==> config.mk <==
export PLATFORM = sky130hd
export DESIGN_NAME = gray_sweep_ctrl
export DESIGN_NICKNAME = d
export VERILOG_FILES = /design/src/rtl/gray_sweep_ctrl.sv
export SDC_FILE = /design/constraint.sdc
export NUM_CORES = 1
export LEC_CHECK = 0
export ABC_CLOCK_PERIOD_IN_PS = 2670
export CAP_MARGIN = 20
export CORE_MARGIN = 1.5
export CORE_UTILIZATION = 52
export DETAILED_ROUTE_END_ITERATION = 16
export PLACE_DENSITY_LB_ADDON = 0.05
export SYNTH_ARGS = -nofsm -noshare
export SYNTH_HDL_FRONTEND = slang
export SYNTH_SLANG_ARGS = --single-unit
==> constraint.sdc <==
create_clock -name clk -period 2.67 [get_ports clk]
set_input_delay 0.4005 -clock clk [delete_from_list [all_inputs] [get_ports clk]]
set_output_delay 0.4005 -clock clk [all_outputs]
set_load 0.01 [all_outputs]
==> src/rtl/gray_sweep_ctrl.sv <==
// Built-in self-check sequencer: sweeps every WIDTH-bit code into a binary-to-Gray
// converter and checks single-bit adjacency. Optional cyclic check: GRAY_SWEEP_WRAP_CHECK_EN.
module gray_sweep_ctrl #(
  parameter int WIDTH  = 3,
  parameter int SETTLE = 1
) (
  input  logic             clk,
  input  logic             rst,
  input  logic             start,
  input  logic [WIDTH-1:0] g_in,
  output logic [WIDTH-1:0] x_out,
  output logic             busy,
  output logic             done,
  output logic             err,
  output logic [WIDTH-1:0] err_idx,
  output logic [WIDTH:0]   pass_cnt
);

`ifdef GRAY_SWEEP_WRAP_CHECK_EN
  typedef enum logic [2:0] {S_IDLE, S_DRIVE, S_CHECK, S_WRAP, S_DONE} state_t;
`else
  typedef enum logic [2:0] {S_IDLE, S_DRIVE, S_CHECK, S_DONE} state_t;
`endif

  localparam int                CW          = (SETTLE > 1) ? $clog2(SETTLE) : 1;
  localparam logic [CW-1:0]     SETTLE_LAST = CW'(SETTLE - 1);
  localparam logic [WIDTH-1:0]  LAST_CODE   = {WIDTH{1'b1}};

  state_t             state, next;
  logic [CW-1:0]      settle_cnt;
  logic [WIDTH-1:0]   prev_g;
  logic               launch;
  logic               chk_pass;
`ifdef GRAY_SWEEP_WRAP_CHECK_EN
  logic [WIDTH-1:0]   first_g;
  logic               wrap_pass;
`endif

  function automatic logic one_hot(input logic [WIDTH-1:0] v);
    logic [WIDTH-1:0] m;
    m = v - WIDTH'(1);
    return (v != '0) && ((v & m) == '0);
  endfunction

  always_ff @(posedge clk) begin
    if (rst) state <= S_IDLE;
    else     state <= next;
  end

  always_comb begin
    next   = state;
    launch = 1'b0;
    busy   = 1'b0;
    case (state)
      S_IDLE: begin
        if (start) begin
          next   = S_DRIVE;
          launch = 1'b1;
        end
      end
      S_DRIVE: begin
        busy = 1'b1;
        if (settle_cnt == SETTLE_LAST) next = S_CHECK;
      end
      S_CHECK: begin
        busy = 1'b1;
        if (x_out != LAST_CODE) next = S_DRIVE;
`ifdef GRAY_SWEEP_WRAP_CHECK_EN
        else                    next = S_WRAP;
`else
        else                    next = S_DONE;
`endif
      end
`ifdef GRAY_SWEEP_WRAP_CHECK_EN
      S_WRAP: begin
        busy = 1'b1;
        next = S_DONE;
      end
`endif
      S_DONE: begin
        if (start) begin
          next   = S_DRIVE;
          launch = 1'b1;
        end
      end
      default: next = S_IDLE;
    endcase
  end

  // Code 0 must read all-zero; later codes must differ from the previous read by one bit.
  always_comb begin
    chk_pass = (x_out == '0) ? (g_in == '0) : one_hot(g_in ^ prev_g);
  end

`ifdef GRAY_SWEEP_WRAP_CHECK_EN
  always_comb begin
    wrap_pass = one_hot(prev_g ^ first_g);
  end
`endif

  always_ff @(posedge clk) begin
    if (rst || state != S_DRIVE || next != S_DRIVE) settle_cnt <= '0;
    else                                            settle_cnt <= settle_cnt + CW'(1);
  end

  always_ff @(posedge clk) begin
    if (rst) begin
      x_out    <= '0;
      done     <= 1'b0;
      err      <= 1'b0;
      err_idx  <= '0;
      pass_cnt <= '0;
    end else if (launch) begin
      x_out    <= '0;
      done     <= 1'b0;
      err      <= 1'b0;
      err_idx  <= '0;
      pass_cnt <= '0;
    end else if (state == S_CHECK) begin
      if (chk_pass) begin
        pass_cnt <= pass_cnt + (WIDTH+1)'(1);
      end else begin
        err <= 1'b1;
        if (!err) err_idx <= x_out;
      end
      if (x_out != LAST_CODE) x_out <= x_out + WIDTH'(1);
`ifndef GRAY_SWEEP_WRAP_CHECK_EN
      else                    done  <= 1'b1;
`endif
    end
`ifdef GRAY_SWEEP_WRAP_CHECK_EN
    else if (state == S_WRAP) begin
      if (!wrap_pass) begin
        err <= 1'b1;
        if (!err) err_idx <= '0;
      end
      done <= 1'b1;
    end
`endif
  end

  // Sampled converter history carries no control meaning, so it is left unreset.
  always_ff @(posedge clk) begin
    if (state == S_CHECK) prev_g <= g_in;
  end

`ifdef GRAY_SWEEP_WRAP_CHECK_EN
  always_ff @(posedge clk) begin
    if (state == S_CHECK && x_out == '0) first_g <= g_in;
  end
`endif

endmodule
# Word-level counts from Yosys, hierarchy flattened
# Index checks and enable logic that the tools add are counted.
# classes
n_div,0
add_sub_neg,4
mul,0
n_bitwise,5
reduce_logical,16
shift,0
n_lt_le_gt_ge,0
eq_ne,6
n_mux,8
# op_table
op,count
zero test 3 bit,4
one-hot mux 3 bit (3 select lines),1
AND reduction 2 bit,4
"equality test 3 x 2 -> 1 bit, second input constant",2
2-to-1 mux 3 bit,2
"!= test 3 x 1 -> 1 bit, second input constant",2
OR reduction 2 bit,3
"adder 4 x 1 -> 4 bit, second input constant",1
2-to-1 mux 1 bit,4
"adder 3 x 1 -> 3 bit, second input constant",1
bitwise AND 3 bit,1
"equality test 3 x 1 -> 1 bit, second input constant",1
"!= test 3 bit, second input constant",1
NOT 1 bit,3
AND reduction 3 bit,1
nonzero test 3 bit,1
"subtractor 3 x 1 -> 3 bit, second input constant",1
XOR 3 bit,1
logical OR 1 bit,2
2-to-1 mux 2 bit,1
"adder 1 bit, second input constant",1
logical AND 1 bit,1
# totals
rom_bits,0
memories,0
ram_bits,0
latchBits,0
reg_bits,19
word_cells,47
out_inout_bits,13
input_bits,6

# Logic depth before layout (Yosys ltp)
# logic_depth
depth_word,8
mapped_depth,7

# Least setup slack after synthesis
# OpenSTA, ideal clock, no wires.
# synth_timing
kind,flip-flop to flip-flop
from,register x_out[0]
to,register err_idx[0]
setup_ns,0.072
path_stages_with_launch,8
synth_period_minus_slack_ns,1.500
t_arrival_ns,1.428
slack_ns,1.170
t_required_ns,2.598
path_cell_list,dfxtp_1 -> inv_1 -> ha_1 -> nand2b_1 -> nor4_1 -> nand3b_1 -> nor3_4 -> mux2i_1
# synth_via
elab_chain_cells,4
# synth_rtl
item,line_no,rtl
start: declaration,11,"output logic [WIDTH-1:0] x_out,"
start signal: assignment,126,if (x_out != LAST_CODE) x_out <= x_out + WIDTH'(1);
zero test 3 bit,92,chk_pass = (x_out == '0) ? (g_in == '0) : one_hot(g_in ^ prev_g);
2-to-1 mux 1 bit,92,
NOT 1 bit (no source line),-,
AND reduction 3 bit (no source line),-,
end signal: assignment,124,if (!err) err_idx <= x_out;
end: declaration,15,"output logic [WIDTH-1:0] err_idx,"
# Several ways; a longest one is shown, not always the timed one.
# A chain may end at the register's enable or synchronous reset.

# Worst setup path after layout
# layout_timing
from,register state[0]
to,output port busy
# layout_via
elab_chain_cells,3
word_cells_on_any_way,4
# layout_rtl
item,line_no,rtl
start: declaration,29,"state_t state, next;"
start signal: assignment,47,else state <= next;
equality test 3 x 2 -> 1 bit or equality test 3 x 1 -> 1 bit (tied branches),54,case (state)
OR reduction 2 bit (no source line) (*),-,
2-to-1 mux 1 bit (*),54,
end: declaration,12,"output logic busy,"
# Mark *: on every way between the ends. The rest lies on a longest branch, timed or not.

==> flow_metrics.py <==
metrics = {
    "outcome": {
        "status": "finished clean",
    },
    "clock_network": {
        "numClockSinks": 19,
        "clk-insertion-delay-late_ps": 290,
        "hold_buffers": 0,
        "cts_max_level": 1,
        "clockBufferDepth": 2,
        "cts_resized": 0,
        "cts_setup_buffers": 0,
        "cts_root_buf": "clkbuf_4",
        "cts_buffers": 3,
        "cts.clk_slew.worst_paths_ps": 100,
        "cts_tree": "done",
    },
    "floorplan": {
        "rows": 14,
        "die_x_um": 44.7,
        "die_h_um": 44.7,
        "die_area_mm2": 0.00200,
        "boundaryPins": 19,
        "start_util": 0.579,
        "coreArea_mm2": 0.00156,
    },
    "logic_synthesis": {
        "syn_area_per_cell_um2": 10.3,
        "ys.flop_type": "dfxtp_1",
        "synth.distinct_cells": 29,
        "yosysTopAreaCell": "dfxtp_1",
        "synth_top_area_share": 0.355,
        "syn_inst": 88,
        "yosys_warnings": 0,
        "synth_seq_area_share": 0.454,
        "async_flop_share": 0,
        "synth-seq-cells": 19,
        "synthTopCellsByCount": "16 x dfxtp_1, 13 x nand2_1, 10 x mux2i_1, 5 x xnor2_1",
        "synth-edff-count": 3,
        "yosysMostFrequentCell": "dfxtp_1",
        "synth.area.top_cells": "dfxtp_1 35%, mux2i_1 11%, edfxtp_1 10%",
        "netlist_area_um2": 903,
    },
    "global_routing": {
        "grt_pass1_wl_um": 2560,
        "grt_pass1_vias": 610,
        "grt_remaining_overflow": 0,
        "grt_max_degree": 20,
        "grt_use_total": 0.175,
        "grt_antenna_before_repair": 0,
    },
    "drt": {
        "antenna_left": 0,
        "post_drt_wl_per_cell_um": 12.3,
        "vias": 653,
        "viasPerCell": 5.18,
        "drt_iter0_drc": 9,
        "drc": 0,
        "routed_wl_um": 1550,
        "dr.pass1.iters": 2,
    },
    "setup_path": {
        "cp-end-kind": "output port",
        "crit_fanout": 6,
        "worstPathArrival_ps": 1550,
        "reg2reg_to": "err_idx[1]",
        "rr_startpoint": "state[1]",
        "start_kind": "flip-flop",
        "critPathKind": "reg2out",
        "reg2reg_slack_ps": 910,
        "required_ps": 2270,
        "r2r_cells": 4,
    },
    "cells_and_area": {
        "fin_area_mm2": 0.00113,
        "diodes": 0,
        "drive_above_1_share": 0.0636,
        "fin_nets": 121,
        "syn_to_final_growth_pct": 24.8,
    },
    "sta": {
        "finalMaxSlewViolations": 0,
        "tightest_slew_ps": 589,
        "min_period_ps": 1950,
        "setup_viol": 0,
        "period_share": 0.732,
        "final.setup_skew_ps": 2.70,
        "slew_headroom": 0.606,
        "tns_ps": 0,
        "hold_violations": 0,
        "rsz0062_at_grt": "no",
        "max_freq_mhz": 512,
    },
    "worst_hold_path": {
        "hold_path.class": "reg2reg",
        "holdPathEnd": "pass_cnt[3]",
        "whs_path_depth": 2,
        "min_from": "pass_cnt[3]",
    },
    "power": {
        "switching_share": 0.221,
        "switchingPower_uw": 104,
        "pwr-share-comb": 0.073,
        "intPower_uw": 366,
        "p_per_area_mw_per_mm2": 417,
        "ir_worst_vdd_mv": 0.225,
        "p_clk_frac": 0.296,
        "p_seq_frac": 0.631,
        "power.leakage_uw": 0.000394,
    },
    "placed_design": {
        "port_buffers": 18,
        "gp_congestion": 0.756,
        "place_area_mm2": 0.00110,
        "dpl.hpwl_um": 1160,
    },
    "job": {
        "maxCapViolCount": 0,
    },
}
[routing by layer]
layer / wire length (um) / global-route usage
met1: 713 / 0.231
met2: 770 / 0.284
met3: 48 / 0.0245
met4: 13 / 0.0727
met5: 0 / 0
[flip-flops by register name (all words and copies together), names as in the netlist]
name and cells:
pass_cnt 4, err_idx 3, prev_g 3, state 3, x_out 3, done 1
err 1, settle_cnt 1
[per-stage QoR]
| step | util | total power [uW] | worst slack (ps) | std cells | hold slack, ps |
|---|---|---|---|---|---|
| after global routing | 0.723 | 490 | 620 | 126 | 507 |
| after detailed placement | 0.705 | 338 | 548 | 122 | 453 |
| final | 0.723 | 470 | 717 | 126 | 485 |
| after global placement | 0.705 | 337 | 622 | 122 | 451 |
| after floorplan | - | 323 | 1170 | 89 | 477 |
| after CTS | 0.723 | 478 | 684 | 126 | 484 |
[area by class of cell]
cell class                      count  area [um2]
Multi-Input combinational cell     66         478
Fill cell                         118         432
Sequential cell                    19         410
Timing Repair Buffer               18         180
Clock buffer                        3        22.5
Tap cell                           16        20.0
Inverter                            3        11.3
Clock inverter                      1        5.00
[worst max-delay path, stage by stage (launching register included)]
cell,delay (ps)
dfxtp_1,460
xnor2_1,160
nor2_1,110
clkdlybuf4s50_1,540
[logic make-up after synthesis]
| family | count (synthesis) | share of synthesized area |
|---|---|---|
| other cells | 1 | 0.00415 |
| mux | 10 | 0.111 |
| xor+xnor | 6 | 0.0582 |
| simple gates | 35 | 0.219 |
| buf+inv | 4 | 0.0208 |
| flops | 19 | 0.454 |
| compound gates | 9 | 0.0776 |
| fa+ha+maj | 4 | 0.0554 |
[worst max path at each step]
stage	from	endpoint	slack, ps
global route	state[0]	busy	620
global placement	g_in[2]	pass_cnt[0]	620
floorplan	x_out[0]	err_idx[0]	1170
finish	state[0]	busy	720
CTS	state[0]	busy	680
detailed placement	g_in[1]	pass_cnt[1]	550
[layout by cell type, fill, tap and decap left out]
master / netlist / layout
clkdlybuf4s50_1: 0 / 18
dfxtp_1: 16 / 16
nand2_1: 13 / 13
mux2i_1: 10 / 10
xnor2_1: 5 / 5
nand2b_1: 4 / 4
nor2b_1: 4 / 4
a21oi_1: 4 / 4
ha_1: 4 / 4
inv_1: 3 / 3
nor2_1: 3 / 3
clkbuf_4: 0 / 3
edfxtp_1: 3 / 3
nor3_1: 2 / 2
conb_1: 1 / 2
nor3b_2: 1 / 1
a31oi_4: 1 / 1
nand4b_1: 1 / 1
xor2_1: 1 / 1
nor4_1: 1 / 1
a31oi_1: 1 / 1
a21boi_1: 1 / 1
a211oi_1: 1 / 1
and2b_1: 1 / 1
and2_1: 1 / 1
and3_1: 1 / 1
nand3b_1: 1 / 1
nor3_4: 1 / 1
o21a_1: 1 / 1
nand4_1: 1 / 1
clkinv_2: 0 / 1
[power groups by stage]
stage	clock, uW	sequential, uW	combinational, uW
4_1_cts	147	297	35.0
2_1_floorplan	0	302	20.8
6_report	139	297	34.3
3_5_place_dp	0	303	34.7
3_3_place_gp	0	303	33.8
5_1_grt	154	297	38.4
No activity file was read; power rests on OpenSTA's default activity.
